<file path="src/rtl/cic_pkg.sv">
// Constants shared between the CIC decimator and its output sample buffer.
// Defaults here must match the CIC register width and the buffer depth it was sized for.
package cic_pkg;

    localparam int CIC_DATA_WIDTH = 10;
    localparam int CIC_FIFO_DEPTH = 8;

endpackage : cic_pkg

</file>
<file path="src/rtl/cic_fifo.sv">
// Synchronous first-word-fall-through FIFO; a write is visible at the head one cycle later.
// A full FIFO accepts a push only together with a pop; an empty FIFO ignores pop (no bypass).
module cic_fifo
    import cic_pkg::*;
#(
    parameter int WIDTH = CIC_DATA_WIDTH,
    parameter int DEPTH = CIC_FIFO_DEPTH
) (
    input  logic                   clk,
    input  logic                   rst,
    input  logic                   push,
    input  logic [WIDTH-1:0]       push_data,
    input  logic                   pop,
    output logic [WIDTH-1:0]       head,
    output logic                   full,
    output logic                   empty,
    output logic [$clog2(DEPTH):0] count
);

    localparam int AW = $clog2(DEPTH);

    logic [WIDTH-1:0] mem [DEPTH];
    logic [AW-1:0]    wr_ptr;
    logic [AW-1:0]    rd_ptr;
    logic [AW:0]      count_q;
    logic             push_ok;
    logic             pop_ok;

    assign empty   = (count_q == '0);
    assign full    = (count_q == (AW+1)'(DEPTH));
    assign pop_ok  = pop && !empty;
    // When full, the slot freed by a same-cycle pop is the one the push lands in.
    assign push_ok = push && (!full || pop_ok);

    always_ff @(posedge clk) begin
        if (rst) begin
            wr_ptr  <= '0;
            rd_ptr  <= '0;
            count_q <= '0;
        end else begin
            if (push_ok) begin
                wr_ptr <= wr_ptr + 1'b1;
            end
            if (pop_ok) begin
                rd_ptr <= rd_ptr + 1'b1;
            end
            case ({push_ok, pop_ok})
                2'b10:   count_q <= count_q + 1'b1;
                2'b01:   count_q <= count_q - 1'b1;
                default: count_q <= count_q;
            endcase
        end
    end

    // Storage is not reset; the pointers alone define what is valid.
    always_ff @(posedge clk) begin
        if (push_ok && !rst) begin
            mem[wr_ptr] <= push_data;
        end
    end

    assign head  = empty ? '0 : mem[rd_ptr];
    assign count = count_q;

    a_count_bound : assert property (@(posedge clk) disable iff (rst)
        count_q <= (AW+1)'(DEPTH));

    a_ptr_gap : assert property (@(posedge clk) disable iff (rst)
        (wr_ptr - rd_ptr) == count_q[AW-1:0]);

endmodule : cic_fifo

</file>
<file path="src/rtl/cic_sample_buffer.sv">
// Captures one CIC sample per decimation strobe rising edge into a FWFT FIFO; 1-cycle capture-to-valid latency.
// Downstream pops on valid_o && ready_i; a capture into a full FIFO without a pop is dropped and flagged sticky.
module cic_sample_buffer
    import cic_pkg::*;
#(
    parameter int DATA_WIDTH = CIC_DATA_WIDTH,
    parameter int FIFO_DEPTH = CIC_FIFO_DEPTH
) (
    input  logic                        clk_i,
    input  logic                        rst_i,
    input  logic [DATA_WIDTH-1:0]       cic_i,
    input  logic                        cic_clk_i,
    input  logic                        ready_i,
    input  logic                        clear_ovf_i,
    output logic [DATA_WIDTH-1:0]       sample_o,
    output logic                        valid_o,
    output logic [$clog2(FIFO_DEPTH):0] count_o,
    output logic                        overflow_o
);

    logic                  cic_clk_q;
    logic                  capture;
    logic                  pop;
    logic                  drop;
    logic                  full;
    logic                  empty;
    logic                  overflow_q;
    logic [DATA_WIDTH-1:0] head;

    // Resetting the delayed strobe high suppresses a capture for a strobe already high at release.
    always_ff @(posedge clk_i) begin
        if (rst_i) begin
            cic_clk_q <= 1'b1;
        end else begin
            cic_clk_q <= cic_clk_i;
        end
    end

    assign capture = cic_clk_i && !cic_clk_q && !rst_i;
    assign pop     = !empty && ready_i;
    assign drop    = capture && full && !pop;

    cic_fifo #(
        .WIDTH (DATA_WIDTH),
        .DEPTH (FIFO_DEPTH)
    ) u_fifo (
        .clk       (clk_i),
        .rst       (rst_i),
        .push      (capture),
        .push_data (cic_i),
        .pop       (pop),
        .head      (head),
        .full      (full),
        .empty     (empty),
        .count     (count_o)
    );

    // A drop in the same cycle as a clear keeps the flag set.
    always_ff @(posedge clk_i) begin
        if (rst_i) begin
            overflow_q <= 1'b0;
        end else if (drop) begin
            overflow_q <= 1'b1;
        end else if (clear_ovf_i) begin
            overflow_q <= 1'b0;
        end
    end

    assign sample_o   = head;
    assign valid_o    = !empty;
    assign overflow_o = overflow_q;

    a_drop_flags : assert property (@(posedge clk_i) disable iff (rst_i)
        drop |=> overflow_o);

    a_valid_count : assert property (@(posedge clk_i)
        valid_o == (count_o != '0));

endmodule : cic_sample_buffer

</file>
<file path="config.mk">
export PLATFORM = sky130hd
export DESIGN_NAME = cic_sample_buffer
export DESIGN_NICKNAME = d
export VERILOG_FILES = /design/src/rtl/cic_pkg.sv /design/src/rtl/cic_fifo.sv /design/src/rtl/cic_sample_buffer.sv
export SDC_FILE = /design/constraint.sdc
export NUM_CORES = 1
export LEC_CHECK = 0
export CAP_MARGIN = 10
export CORE_MARGIN = 3
export CORE_UTILIZATION = 35
export DETAILED_ROUTE_END_ITERATION = 7
export DONT_BUFFER_PORTS = 1
export PLACE_DENSITY = 0.55
export SLEW_MARGIN = 0
export SYNTH_ARGS = -nofsm -noshare
export SYNTH_HDL_FRONTEND = slang
export SYNTH_SLANG_ARGS = --single-unit
</file>
<file path="constraint.sdc">
create_clock -name clk_i -period 2.9 [get_ports clk_i]
set_clock_uncertainty 0.1 [all_clocks]
set_input_delay 0.435 -clock clk_i [delete_from_list [all_inputs] [get_ports clk_i]]
set_output_delay 0.435 -clock clk_i [all_outputs]
set_load 0.02 [all_outputs]
</file>
; ---- After elaboration in Yosys (flattened, before gate mapping)
; Memory sizes are Yosys's and may differ from the RTL's. A register that Yosys moved wholly into a read port is not among the register bits.
; Index checks and enable logic that the tools add are counted.
[word_totals]
ff_bits = 12
ram_bits = 80
inputBits = 15
output_inout_bits = 16
n_memories = 1
[classes]
n_addsub = 4
n_eq_ne = 3
n_mux = 8
n_reduce_logical = 17
[mem_list]
columns = name, words, width, read_ports, rd_ports_with_merged_regs, write_ports, line_no
row1 = u_fifo.mem, 8, 10, 1, 1, 1, cic_fifo.sv:22  ; logic [WIDTH-1:0] mem [DEPTH];
[ops]
columns = op, n
row1 = 10-bit 2-to-1 mux, 1
row2 = 1-bit logical AND, 8
row3 = 4-bit one-hot mux with 2 select lines, 1
row4 = 3-bit by 1-bit adder with 3-bit output (second input constant), 2
row5 = 3-bit 2-to-1 mux, 2
row6 = 1-bit zero test, 5
row7 = 4-bit by 1-bit adder with 4-bit output (second input constant), 1
row8 = 4-bit equality test (second input constant), 1
row9 = 4-bit zero test, 1
row10 = 1-bit 2-to-1 mux, 4
row11 = 2-bit nonzero test, 2
row12 = 4-bit by 1-bit subtractor with 4-bit output (second input constant), 1
row13 = 2-bit by 1-bit equality test with 1-bit output (second input constant), 1
row14 = 2-bit equality test (second input constant), 1
row15 = 1-bit logical OR, 1

; ---- Logic depth before layout (Yosys ltp)
[depth]
ltp_word = 9
ltp_mapped = 13
ltp_nobuf = 11

; ---- By module
; Synthesis repeated with hierarchy kept, for this count alone.
[unflattened]
cells_unflattened = 219
area_unflattened_um2 = 3862.5
[by_module_without_submodules]
columns = module, n_inst, cells_per_inst, area_per_inst_um2
row1 = cic_fifo, 1, 210, 3773.6
row2 = cic_sample_buffer, 1, 9, 88.8

; ---- Worst setup path before layout
; Ideal clock, no wire load.
[synth_timing]
path_kind = reg-to-reg
startpoint = register u_fifo.count_q[0], in the netlist u_fifo.count[0]
endpoint = register u_fifo.count_q[3], in the netlist u_fifo.count[3]
arrival_ps = 2557
setup_slack_ps = 120
path_stages_with_launch = 11
path_buffers = 2
path_cell_list = dfxtp_1 or3_1 buf_6 nor2_4 inv_2 and2_4 buf_6 ha_1 or3_1 o32ai_1 mux2_1
[synth_between]
elab_chain_cells = 8
elab_cells_between_ends = 14
[synth_lines]
columns = element, line_no
row1 = from (decl), cic_fifo.sv:25  ; logic [AW:0] count_q;
row2 = from (signal assigned), cic_fifo.sv:48  ; 2'b10: count_q <= count_q + 1'b1;
row3 = from (signal assigned), cic_fifo.sv:49  ; 2'b01: count_q <= count_q - 1'b1;
row4 = from (signal assigned), cic_fifo.sv:50  ; default: count_q <= count_q;
row5 = 4-bit zero test *, cic_fifo.sv:29  ; assign empty = (count_q == '0);
row6 = 1-bit zero test *, --
row7 = via valid_o, cic_sample_buffer.sv:16  ; output logic valid_o,
row8 = 1-bit logical AND, cic_sample_buffer.sv:40  ; assign pop = !empty && ready_i;
row9 = 1-bit logical AND *, cic_fifo.sv:31  ; assign pop_ok = pop && !empty;
row10 = via u_fifo.pop_ok, cic_fifo.sv:27  ; logic pop_ok;
row11 = 1-bit logical OR, cic_fifo.sv:33  ; assign push_ok = push && (!full || pop_ok);
row12 = 1-bit logical AND, cic_fifo.sv:33
row13 = 2-bit by 1-bit equality test with 1-bit output or 2-bit equality test (tied branches), cic_fifo.sv:47  ; case ({push_ok, pop_ok})
row14 = 4-bit one-hot mux with 2 select lines or 2-bit nonzero test (tied branches), --
; Mark *: on every way through the listed nets, which the timed path passes. The rest lies on a longest branch.
; A chain may end at the register's enable or synchronous reset.

; ---- Worst setup path in the final report
[layout_timing]
startpoint = register u_fifo.count_q[0], in the netlist u_fifo.count[0]
endpoint = register u_fifo.count_q[3], in the netlist u_fifo.count[3]
[layout_between]
elab_chain_cells = 8
elab_cells_between_ends = 14
[layout_lines]
columns = element, line_no
row1 = 4-bit zero test *, cic_fifo.sv:29
row2 = 1-bit zero test *, --
row3 = via valid_o, cic_sample_buffer.sv:16
row4 = 1-bit logical AND, cic_sample_buffer.sv:40
row5 = 1-bit logical AND *, cic_fifo.sv:31
row6 = 1-bit logical OR, cic_fifo.sv:33
row7 = 1-bit logical AND, cic_fifo.sv:33
row8 = 2-bit by 1-bit equality test with 1-bit output or 2-bit equality test (tied branches), cic_fifo.sv:47
row9 = 4-bit one-hot mux with 2 select lines or 2-bit nonzero test (tied branches), --
; Marks and branches as above.

==> impl_results.md <==
* Ys async rst share at 0%
* Crit path kind: flop to flop
* Top cells by area, synth: edfxtp_1 (63%), mux4_2 (12%), dfxtp_1 (7.9%)
* Io pins at 31
* Crit path DAT at 2.86 ns
* GR met2 Demand/Resource at roughly a fifth
* Final period utilization at 93.8%
* Final core occ at about 41%
* Post-synthesis cell count at between 200 and 250
* Sequential Area at 2700 um2
* GR Util met3 at 3.32%
* Pin count of the biggest net entering global routing at 21
* Min cycle time layout at 2.72 ns
* Hold path start: rst_i
* Avg WL per Cell at 18.6 um
* Pleak at 0.00136 uW
* CTS resizes at 0
* Unrepaired setup endpoints after global routing: no
* Leading cell type by number of instances after synthesis: edfxtp_1
* Reg2reg setup slack at 0.18 ns
* Max-cap violation count at 0
* Clock slew at reported path FFs at 0.08 ns
* Met1 GRT Util at 16.0%
* Distinct cell type count after synthesis at 33
* Top-area cell type share of the netlist area at a little under two thirds
* Critical Path Sink Type: flop
* Die area at about 12000 um2
* CP required at 3.04 ns
* Fmax at between 300 and 400 MHz
* Initial antenna violation count at 0
* Chip Height at 110 um
* Reg2reg start: u_fifo.count[0]$_SDFFE_PP0P_
* Max VDD drop at 0.248 mV
* Post-synthesis sequential area ratio at 71.3%
* Overall Power at just under 3000 uW
* Syn Nets at around 230
* Status: complete, no violations
* Post-DP Area at 4060 um2
* First-pass GRT wire length at 10900 um
* Aggregate global-route resource usage at between 10% and 20%
* Area growth syn-to-layout at 11.9%
* Final non-filler cell total at about 370
* Tightest Hold Check Type: input pin to flop
* Post-synth EDFFs at 80
* Number of routed nets with antenna violations at 0
* Rel. slew slack at 49.5%
* DR vias at 1786
* GRT busiest layer: met2
* Top cells by count, synth: edfxtp_1 (80), nor2_1 (24), mux4_2 (20), dfxtp_1 (15), mux2i_1 (13)
* Drt pass-1 iters at 4
* I/O Buffers at 0
* R2r worst-path depth at 8
* Max H-tree Level at 3
* # DRC at 0
* TritonCTS buffer count at 9
* Syn Std Cell Area at 3790 um2
* Vias in the first global route at 1842
* Initial Utilization at between 30% and 40%
* CP Launch Type: flop
* Die extent in x at 110 um
* Buffers from clock root to sink, at most at 2
* Final setup violation count at 0
* Pwr dens at approximately 690 nW/um2
* CTS tree: done
* Multi-input gate area at 1040 um2
* Via density at 4.84
* Setup Fix Bufs, Post-CTS at 0
* Setup TNS at 0 ns
* Gp weighted congestion at between 0.6 and 0.7
* Fin. Hold Viols at 0
* Synth warn at 0
* Final HPWL DP at 4330 um
* Hold Path End: u_fifo.count[2]$_SDFFE_PP0P_
* Rows at 37
* Synth area leader: edfxtp_1
* Fillers at 943
* CTS Sinks at 95
* Layout Nets at 248
* Synth Flop Type: edfxtp_1
* Ant diodes at 0
* Core Box Area at 10400 um2
* Layout cells sized above 1 at 26.2%
* WL final at 6870 um
* Max-slew violation count at 0
* Total grt overflow at 0
* Register bit total from synthesis at 95
* Worst Tran Pin Value at 0.756 ns
* Hold Path Cell Cnt at 1
* Clock Latency Late Sink at roughly 0.35 ns
* Average instance area after synthesis at around 18 um2
* 1st-iter DRT viols at 97
* R2R Path End: u_fifo.count[3]$_SDFFE_PP0P_
* Cell total after placement at 353
* Clock root buffer: clkbuf_8
* Cts hold-fix bufs at 0
* Fin area at between 4000 and 5000 um2
* CP Max Fanout at 6
[through the flow]
| stage | setup WS, ns | hold slack [ns] |
|---|---|---|
| 6_report | 0.179 | 0.0419 |
| 5_1_grt | 0.0286 | 0.0155 |
| 4_1_cts | 0.164 | 0.0174 |
| 3_5_place_dp | 0.176 | 0.407 |
| 3_3_place_gp | 0.219 | 0.408 |
| 2_1_floorplan | 0.120 | 0.385 |
[worst max-delay path by stage]
stage / from / endpoint / slack, ns
2_1_floorplan: u_fifo.count[0]$_SDFFE_PP0P_ / u_fifo.count[3]$_SDFFE_PP0P_ / 0.12
3_3_place_gp: u_fifo.count[0]$_SDFFE_PP0P_ / u_fifo.count[3]$_SDFFE_PP0P_ / 0.22
3_5_place_dp: u_fifo.count[0]$_SDFFE_PP0P_ / u_fifo.count[3]$_SDFFE_PP0P_ / 0.18
4_1_cts: u_fifo.count[0]$_SDFFE_PP0P_ / u_fifo.count[3]$_SDFFE_PP0P_ / 0.16
5_1_grt: u_fifo.count[0]$_SDFFE_PP0P_ / u_fifo.count[2]$_SDFFE_PP0P_ / 0.03
6_report: u_fifo.count[0]$_SDFFE_PP0P_ / u_fifo.count[3]$_SDFFE_PP0P_ / 0.18
[report_power, final]
group	internal, uW	leakage (uW)	switching (uW)	total (uW)
Clock	401	0.0000977	441	842
Sequential	1500	0.000841	18.8	1520
Combinational	239	0.000418	343	582
Total	2140	0.00136	803	2950
[registers in the layout, summed over array words and instances, names as in the netlist, named ones only]
signal and cells:
u_fifo.wr_ptr 3, cic_clk_q 1, u_fifo.mem 80, u_fifo.count 4, u_fifo.rd_ptr 3, overflow_o 1
[area by class of cell]
class | instances | area share [%]
clock buffer | 11 | 3.10
clock inverter | 5 | 1.36
inverter | 3 | 0.265
multi-input combinational | 102 | 24.6
sequential | 95 | 63.7
tap | 136 | 4.01
timing repair buffer | 17 | 3.01
[metal layers]
layer | wire length [um] | part of all wire (%)
met5 | 0 | 0
met4 | 175 | 2.5
met3 | 317 | 4.6
met2 | 3410 | 50
met1 | 2960 | 43
[cells by family after synthesis]
family	Yosys count	share of synthesized area (%)
and+or+nand+nor	46	6.00
adders and majority gates	5	1.65
buffers and inverters	12	1.78
DFF	95	71.3
AOI/OAI and AO/OA	10	1.88
muxes	34	15.6
xor gates and xnor gates	7	1.81
[layout by cell type, fill, tap and decap left out, types with 2 or more instances in the layout]
cell type	netlist	routed
inv_1	2	2
clkinv_2	0	2
buf_4	1	17
mux4_2	20	20
clkbuf_8	0	9
ha_1	5	5
nor3_2	0	3
clkbuf_1	2	2
mux2i_1	13	13
edfxtp_1	80	80
or3_1	3	3
nor2b_1	4	4
o211ai_1	2	2
a21oi_1	4	4
dfxtp_1	15	15
xor2_1	6	6
nand2b_1	3	3
nor2_1	24	24
[worst max-delay path, stage by stage (launching register included)]
cell	delay, ns
dfxtp_1	0.32
or3_1	0.50
nor2_4	0.14
inv_2	0.09
and2_4	0.19
ha_1	0.37
or3_1	0.39
o32ai_1	0.15
mux2_1	0.35
Power figures use the tool's default switching activity.
